$ cat src/rtl/router_coord_loader_pkg.sv
// router_coord_pkg: shared types and constants for the router coordinate loader.
//   coord_state_t : loader FSM states
//   SYNC_W        : width of the frame sync pattern
//   SYNC_PATTERN  : default sync pattern, MSB received first
package router_coord_pkg;

  typedef enum logic [1:0] {
    HUNT    = 2'd0,
    PAYLOAD = 2'd1,
    CHECK   = 2'd2
  } coord_state_t;

  localparam int SYNC_W = 4;
  localparam logic [SYNC_W-1:0] SYNC_PATTERN = 4'b1010;

endpackage

$ cat src/rtl/router_coord_loader_if.sv
// router_coord_loader_if: serial config stream plus committed coordinate outputs.
//   cfg_valid/cfg_bit/cfg_ready : bit stream handshake (transfer = valid & ready)
//   my_xpos/my_ypos             : committed coordinate
//   coord_load/cfg_err          : one-cycle commit / reject pulses
//   coord_valid                 : sticky, a coordinate has been committed
// master = stream source / coordinate consumer, slave = the loader.
interface router_coord_loader_if #(
  parameter int X_W = 4,
  parameter int Y_W = 4
);
  logic           cfg_valid;
  logic           cfg_bit;
  logic           cfg_ready;
  logic [X_W-1:0] my_xpos;
  logic [Y_W-1:0] my_ypos;
  logic           coord_load;
  logic           coord_valid;
  logic           cfg_err;

  modport master (
    output cfg_valid, cfg_bit,
    input  cfg_ready, my_xpos, my_ypos, coord_load, coord_valid, cfg_err
  );

  modport slave (
    input  cfg_valid, cfg_bit,
    output cfg_ready, my_xpos, my_ypos, coord_load, coord_valid, cfg_err
  );
endinterface

$ cat src/rtl/router_coord_loader_sync_det.sv
// router_coord_sync_det: sync pattern hunter.
//   clk, reset : clock, synchronous active-high reset
//   shift_en   : shift bit_in into the window this cycle
//   clr        : empty the window (takes priority over shift_en)
//   bit_in     : incoming serial bit
//   match      : window including bit_in equals SYNC (combinational)
module router_coord_sync_det
  import router_coord_pkg::*;
#(
  parameter logic [SYNC_W-1:0] SYNC = SYNC_PATTERN
) (
  input  logic clk,
  input  logic reset,
  input  logic shift_en,
  input  logic clr,
  input  logic bit_in,
  output logic match
);

  logic [SYNC_W-1:0] win_q, win_d, win_next;

  always_comb begin
    win_next = {win_q[SYNC_W-2:0], bit_in};
    match    = shift_en && (win_next == SYNC);
    win_d    = win_q;
    if (clr)
      win_d = '0;
    else if (shift_en)
      win_d = win_next;
  end

  always_ff @(posedge clk) begin
    if (reset) win_q <= '0;
    else       win_q <= win_d;
  end

endmodule

$ cat src/rtl/router_coord_loader.sv
// router_coord_loader: deserialises a sync-framed X/Y coordinate from a serial bit
// stream and commits it as registered parallel values for the slice position flops.
//   clk   : clock, all state on rising edge
//   reset : synchronous, active-high
//   bus   : router_coord_loader_if.slave (cfg stream in, coordinate/status out)
// Frame, MSB first: SYNC, X[X_W-1:0], Y[Y_W-1:0], optional P.
// Build option ROUTER_COORD_PARITY_EN: frame carries a trailing even-parity bit and
// bad frames raise cfg_err; without it every frame is accepted and cfg_err is 0.
//
// state   | meaning
// HUNT    | shifting bits through the sync window
// PAYLOAD | collecting X, Y (and P) into the payload shifter
// CHECK   | one cycle, stream stalled, frame committed or rejected
module router_coord_loader
  import router_coord_pkg::*;
#(
  parameter int                X_W  = 4,
  parameter int                Y_W  = 4,
  parameter logic [SYNC_W-1:0] SYNC = SYNC_PATTERN
) (
  input logic                  clk,
  input logic                  reset,
  router_coord_loader_if.slave bus
);

`ifdef ROUTER_COORD_PARITY_EN
  localparam int PAR_W = 1;
`else
  localparam int PAR_W = 0;
`endif
  localparam int PLEN  = X_W + Y_W + PAR_W;
  localparam int CNT_W = $clog2(X_W + Y_W + 2);

  coord_state_t   state_q, state_d;
  logic [CNT_W-1:0] cnt_q, cnt_d;
  logic [PLEN-1:0]  sr_q, sr_d;
  logic [X_W-1:0]   xpos_q, xpos_d;
  logic [Y_W-1:0]   ypos_q, ypos_d;
  logic             load_q, load_d;
  logic             valid_q, valid_d;
  logic             err_q, err_d;

  logic ready, xfer, match, frame_ok;

  assign ready = ~reset & (state_q != CHECK);
  assign xfer  = bus.cfg_valid & ready;

`ifdef ROUTER_COORD_PARITY_EN
  // Even parity over X, Y and P.
  assign frame_ok = ~^sr_q;
`else
  assign frame_ok = 1'b1;
`endif

  // Window is emptied on a match so payload bits can never re-trigger sync.
  router_coord_sync_det #(.SYNC(SYNC)) u_sync_det (
    .clk      (clk),
    .reset    (reset),
    .shift_en (xfer && (state_q == HUNT)),
    .clr      (match),
    .bit_in   (bus.cfg_bit),
    .match    (match)
  );

  always_comb begin
    state_d = state_q;
    cnt_d   = cnt_q;
    sr_d    = sr_q;
    xpos_d  = xpos_q;
    ypos_d  = ypos_q;
    valid_d = valid_q;
    load_d  = 1'b0;
    err_d   = 1'b0;
    case (state_q)
      HUNT: begin
        if (match) begin
          state_d = PAYLOAD;
          cnt_d   = '0;
        end
      end
      PAYLOAD: begin
        if (xfer) begin
          sr_d  = {sr_q[PLEN-2:0], bus.cfg_bit};
          cnt_d = cnt_q + 1'b1;
          if (cnt_q == CNT_W'(PLEN - 1))
            state_d = CHECK;
        end
      end
      CHECK: begin
        state_d = HUNT;
        if (frame_ok) begin
          xpos_d  = sr_q[PLEN-1 -: X_W];
          ypos_d  = sr_q[PLEN-1-X_W -: Y_W];
          load_d  = 1'b1;
          valid_d = 1'b1;
        end else begin
          err_d = 1'b1;
        end
      end
      default: state_d = HUNT;
    endcase
  end

  always_ff @(posedge clk) begin
    if (reset) begin
      state_q <= HUNT;
      cnt_q   <= '0;
      sr_q    <= '0;
      xpos_q  <= '0;
      ypos_q  <= '0;
      load_q  <= 1'b0;
      valid_q <= 1'b0;
      err_q   <= 1'b0;
    end else begin
      state_q <= state_d;
      cnt_q   <= cnt_d;
      sr_q    <= sr_d;
      xpos_q  <= xpos_d;
      ypos_q  <= ypos_d;
      load_q  <= load_d;
      valid_q <= valid_d;
      err_q   <= err_d;
    end
  end

  assign bus.cfg_ready   = ready;
  assign bus.my_xpos     = xpos_q;
  assign bus.my_ypos     = ypos_q;
  assign bus.coord_load  = load_q;
  assign bus.coord_valid = valid_q;
  assign bus.cfg_err     = err_q;

endmodule
$ cat src/flat_wrapper.sv
// flat-port wrapper written by rule: the top's interface ports become plain ports
module router_coord_loader_flat import router_coord_pkg::*;
#(
  parameter int                X_W  = 4,
  parameter int                Y_W  = 4,
  parameter logic [SYNC_W-1:0] SYNC = SYNC_PATTERN
)
  (clk, reset, bus_cfg_valid, bus_cfg_bit, bus_cfg_ready, bus_my_xpos, bus_my_ypos, bus_coord_load, bus_coord_valid, bus_cfg_err);
  router_coord_loader_if #(.X_W(X_W), .Y_W(Y_W)) bus_i ();
  input logic clk;
  input logic reset;
  input wire logic [$bits(bus_i.cfg_valid)-1:0] bus_cfg_valid;
  input wire logic [$bits(bus_i.cfg_bit)-1:0] bus_cfg_bit;
  output wire logic [$bits(bus_i.cfg_ready)-1:0] bus_cfg_ready;
  output wire logic [$bits(bus_i.my_xpos)-1:0] bus_my_xpos;
  output wire logic [$bits(bus_i.my_ypos)-1:0] bus_my_ypos;
  output wire logic [$bits(bus_i.coord_load)-1:0] bus_coord_load;
  output wire logic [$bits(bus_i.coord_valid)-1:0] bus_coord_valid;
  output wire logic [$bits(bus_i.cfg_err)-1:0] bus_cfg_err;
  assign bus_i.cfg_valid = bus_cfg_valid;
  assign bus_i.cfg_bit = bus_cfg_bit;
  assign bus_cfg_ready = bus_i.cfg_ready;
  assign bus_my_xpos = bus_i.my_xpos;
  assign bus_my_ypos = bus_i.my_ypos;
  assign bus_coord_load = bus_i.coord_load;
  assign bus_coord_valid = bus_i.coord_valid;
  assign bus_cfg_err = bus_i.cfg_err;
  router_coord_loader #(.X_W(X_W), .Y_W(Y_W), .SYNC(SYNC)) u_core (.clk(clk), .reset(reset), .bus(bus_i));
endmodule
$ cat config.mk
export PLATFORM = sky130hd
export DESIGN_NAME = router_coord_loader_flat
export DESIGN_NICKNAME = d
export VERILOG_FILES = /design/src/rtl/router_coord_loader_pkg.sv /design/src/rtl/router_coord_loader_if.sv /design/src/rtl/router_coord_loader_sync_det.sv /design/src/rtl/router_coord_loader.sv /design/src/flat_wrapper.sv
export SDC_FILE = /design/constraint.sdc
export NUM_CORES = 1
export LEC_CHECK = 0
export CORE_MARGIN = 3
export CORE_UTILIZATION = 59
export CTS_CLUSTER_DIAMETER = 80
export DETAILED_ROUTE_END_ITERATION = 10
export DONT_BUFFER_PORTS = 1
export PLACE_DENSITY = 0.83
export RECOVER_POWER = 100
export SYNTH_ARGS = -nofsm -noshare
export SYNTH_HDL_FRONTEND = slang
export SYNTH_SLANG_ARGS = --single-unit
$ cat constraint.sdc
create_clock -name clk -period 1.7 [get_ports clk]
set_input_delay 0.51 -clock clk [delete_from_list [all_inputs] [get_ports clk]]
set_output_delay 0.51 -clock clk [all_outputs]
set_load 0.05 [all_outputs]
Word-level counts from Yosys, hierarchy flattened
Cells that the tools add are included.
{"block": "op_classes", "add_sub_neg": 1, "eq_ne": 8, "n_mux": 8, "bitwise": 3, "n_reduce_logical": 8}
{"op": "two-way mux 4 bit", "count": 2}
{"op": "case mux 4 bit (2 select lines)", "count": 1}
{"op": "two-way mux 2 bit", "count": 3}
{"op": "inequality test 2 x 1 -> 1 bit (second input constant)", "count": 3}
{"op": "AND reduction 3 bit", "count": 2}
{"op": "adder 4 x 1 -> 4 bit (second input constant)", "count": 1}
{"op": "== test 4 x 3 -> 1 bit (second input constant)", "count": 1}
{"op": "== test 4 bit (second input constant)", "count": 1}
{"op": "case mux 2 bit (2 select lines)", "count": 1}
{"op": "AND 1 bit", "count": 2}
{"op": "== test 2 x 1 -> 1 bit (second input constant)", "count": 1}
{"op": "== test 2 bit (second input constant)", "count": 1}
{"op": "logical AND 1 bit", "count": 2}
{"op": "logical NOT 2 bit", "count": 1}
{"op": "inequality test 2 bit (second input constant)", "count": 1}
{"op": "AND reduction 2 bit", "count": 1}
{"op": "nonzero test 2 bit", "count": 1}
{"op": "OR reduction 2 bit", "count": 1}
{"op": "two-way mux 1 bit", "count": 1}
{"op": "NOT 1 bit", "count": 1}
{"block": "totals", "regBits": 27, "in_bits": 4, "output_inout_bits": 12, "elab_cells": 36}

Depth between registers and ports, before layout
{"block": "depth", "depth_word": 7, "ltp_mapped": 5, "ltp_nobuf": 4}

By module
Synthesis repeated with hierarchy kept, for this count alone.
{"block": "hier_totals", "cells_unflattened": 108, "hier_area_um2": 1062.3}
{"mod": "router_coord_loader", "instances": 1, "cells_per_inst": 97, "area_per_inst_um2": 932.1, "seq_area_each_um2": 480.5}
{"mod": "router_coord_sync_det", "instances": 1, "cells_per_inst": 11, "area_per_inst_um2": 130.1, "seq_area_each_um2": 60.1}

Worst setup path before layout
No wires, ideal clock.
{"block": "synth_path", "path_type": "input port to output port", "from": "in reset", "to": "out bus_cfg_ready", "t_arrival_ps": 1276, "required_ps": 1190, "path_slack_ps": -86, "stages": 2, "path_buffers": 1, "path_cell_list": "buf_2 > a21oi_2"}
{"block": "synth_between", "elab_chain_len": 2}
{"item": "start: declaration", "line_no": "flat_wrapper.sv:11", "text": "input logic reset;"}
{"item": "NOT 1 bit", "line_no": "router_coord_loader.sv:45", "text": "assign ready = ~reset & (state_q != CHECK);"}
{"item": "AND 1 bit", "line_no": "router_coord_loader.sv:45"}
{"item": "end: declaration", "line_no": "flat_wrapper.sv:14", "text": "output wire logic [$bits(bus_i.cfg_ready)-1:0] bus_cfg_ready;"}
No other way between the ends.

Worst setup path after layout
{"block": "layout_path", "from": "reg u_core.state_q[0]", "to": "out bus_cfg_ready"}
{"block": "layout_between", "elab_chain_len": 2}
{"item": "start: declaration", "line_no": "router_coord_loader.sv:34", "text": "coord_state_t state_q, state_d;"}
{"item": "start signal: assignment", "line_no": "router_coord_loader.sv:115", "text": "state_q <= state_d;"}
{"item": "inequality test 2 bit", "line_no": "router_coord_loader.sv:45"}
{"item": "AND 1 bit", "line_no": "router_coord_loader.sv:45"}
No other way between the ends.

==> impl_metrics.toml <==
[status]
status = "finished, final reports clean"

[die]
dieHeight_um = 48.7
die-area_um2 = 2370
io_pins = 16
fp-row-count = 14
start_util_pct = 66.7
core_region_area_um2 = 1610
dieWidth_um = 48.7

[cells_and_area]
layout.area.seq_um2 = 543
fill_cells = 133
nets = 117
drive_above_1_share_pct = 10.8
diodes = 0
design_area_um2 = 1100
syn2layout_area_growth_pct = 2.10
multiInputGateArea_um2 = 479
fin_cells = 135

[power_and_ir_drop]
clockPowerShare_pct = 28.7
power_density_nw_per_um2 = 849
total_power_w = 0.000932
p_seq_share_pct = 68.3
p_comb_share_pct = 3.0
intPower_w = 0.000733
p_leak_nw = 0.365
switching_share_pct = 21.4
switchingPower_w = 0.000199
ir_drop_mv = 0.782

[yosys]
async_reset_ff_share_pct = 0
syn_area_um2 = 1070
ys_top_cells_by_area = "dfxtp_1, nand2_1, a22o_1"
synth_edf_count = 0
yosysWarnings = 0
synth_top_cell_by_area = "dfxtp_1"
synth_ff_type = "dfxtp_1"
synth.net_count = 118
seq_area_frac_synth_pct = 50.3
ys_types = 35
synth_top_area_share_pct = 50.3
syn_avg_cell_area_um2 = 9.51
synth-seq-cells = 27
synth_most_common_cell = "dfxtp_1"
synthCells = 113
ys_top_cells_by_count = "dfxtp_1, nand2_1, a21oi_1"

[setup_path]
cpMaxStageDelayCell = "a21oi_4"
ff2ff_setup_slack_ps = 230
critPathCaptureType = "output port"
crit_chain = "inv_2, a21oi_4"
crit_type = "reg2out"
crit_required_ps = 1190
path_delay_family = "compound AO/OA/AOI/OAI gates"
critical-path-max-stage-delay_ps = 370
critPathArrivalTime_ps = 1120
worstSetupStartpointType = "register"
critPathBufInv = 1
critPathMaxFanout = 7

[clocking]
post-cts-setup-buffers = 0
cts_made_buffers = 3
cts_max_path_buffers = 2
cts-root-buf = "clkbuf_4"
cts_tree = "built"
htree_levels = 1
numClockSinks = 27
hold_buffers = 0
path_clk_slew_ps = 140
clock_latency_ps = 320

[drt]
highest_layer = "met3"
routed_via_density = 5.84
met2_length_um = 877
num_vias = 788
met1_length_um = 818
drt-initial-drc-count = 13
wl_mm = 1.82
drcViolationCount = 0
wl_met3_um = 127
wire_per_inst_um = 13.5
drtAntennaViolNets = 0
drtPass1Iterations = 4

[sta]
drv_slew = 0
period_minus_slack_ps = 1630
setup_viol = 0
fmax_mhz = 613
rsz0062_at_grt = "no"
final.setup.tns_ps = 0
final.setup_skew_ps = 13.5
tightest_slew_ps = 515
min_period_over_period_pct = 95.9
hold_viol = 0
slew_headroom_pct = 65.6

[global_route]
grt_max_degree = 21
grt_use_total_pct = 16.5
grt_pass1_wl_mm = 3.16
overflow = 0
grt_antenna_before_repair = 0
grt_pass1_vias = 725

[place]
gp_congestion = 0.751
post-dp-hpwl_mm = 1.37
dp_cells = 131
dpl_cell_area_um2 = 1080
port_buffers = 0

[worst_hold_path]
holdCritPathClass = "in2reg"

[job]
cap_violations = 0
==> sequential cells by signal, summed over array words and instances (netlist names) <==
name and count:
u_core.u_sync_det.win_q 3, u_core.state_q 2, u_core.sr_q 8, u_core.bus.coord_valid 1, u_core.bus.my_xpos 4, u_core.bus.my_ypos 4
u_core.bus.coord_load 1, u_core.cnt_q 4
==> final cells by class <==
cell class              count  share of cell area (%)
clock buffers               3                    2.05
clock inverters             1                   0.684
inverters                   2                   0.684
multi-input cells          76                    43.7
flip-flops and latches     27                    49.5
well taps                  24                    2.74
repair buffers              2                   0.684
==> worst register-to-register path: stages (launching register included) <==
cell and delay [ps]:
dfxtp_2 360, clkbuf_1 330, nand4bb_1 400, nand2_1 190
a21oi_1 80
==> cells by family (layout without fill, tap and decap cells) <==
kind of cell             Yosys count  in the layout  share of synthesized area [%]
AO/OA/AOI/OAI                     30             30                           19.6
adder cells (fa/ha/maj)            1              1                           1.16
buffers and inverters             10              8                           5.01
flip-flops                        27             27                           50.3
multiplexers                       1              1                          0.931
other                              1              1                          0.349
AND/OR/NAND/NOR                   43             43                           22.7
==> through the flow <==
step,setup slack [ps],utilization [%],hold slack (ps)
5_1_grt,9.34,68.1,195
4_1_cts,9.36,68.9,212
6_report,69.3,68.1,222
3_5_place_dp,296,67.1,455
3_3_place_gp,327,67.1,437
2_1_floorplan,109,-,436
==> path summary, 6_finish.rpt <==
path,from,to,cells past startpoint
worst max-delay path,u_core.state_q[0]$_SDFFE_PP0P_,bus_cfg_ready,2
worst max register to register,u_core.state_q[0]$_SDFFE_PP0P_,u_core.sr_q[0]$_SDFFE_PP0P_,4
worst min register to register,u_core.sr_q[4]$_SDFFE_PP0P_,u_core.sr_q[5]$_SDFFE_PP0P_,2
worst min-delay path,reset,u_core.cnt_q[3]$_SDFFE_PP0P_,1
==> cell usage in the layout (no fill, tap or decap), drive strengths merged, types with 2 or more instances in the layout <==
cell type  netlist  layout
dfxtp           27      27
nand2           21      21
a21oi           12      12
a22o             8       8
nand3            6       6
clkbuf           2       5
o21ai            4       4
nand4bb          2       2
nor3             2       2
inv              2       2
==> power groups by stage <==
| stage | clock [W] | combinational, W | sequential (W) |
|---|---|---|---|
| 2_1_floorplan | 0 | 0.0000329 | 0.000651 |
| 3_3_place_gp | 0 | 0.0000295 | 0.000651 |
| 3_5_place_dp | 0 | 0.0000299 | 0.000651 |
| 4_1_cts | 0.000280 | 0.0000299 | 0.000637 |
| 5_1_grt | 0.000302 | 0.0000301 | 0.000638 |
| 6_report | 0.000267 | 0.0000279 | 0.000637 |
==> per-layer routing <==
layer	up-vias	track usage (%)
met5	-	0
met4	0	1.90
met3	0	7.67
met2	22	28.1
met1	369	19.6
li1	397	-
==> timing repair <==
action	CTS	global route
hold endpoints to repair	0	0
pin swaps	1	1
resized for setup	1	2
endpoints found under the setup margin	1	1
Power figures use the tool's default switching activity.
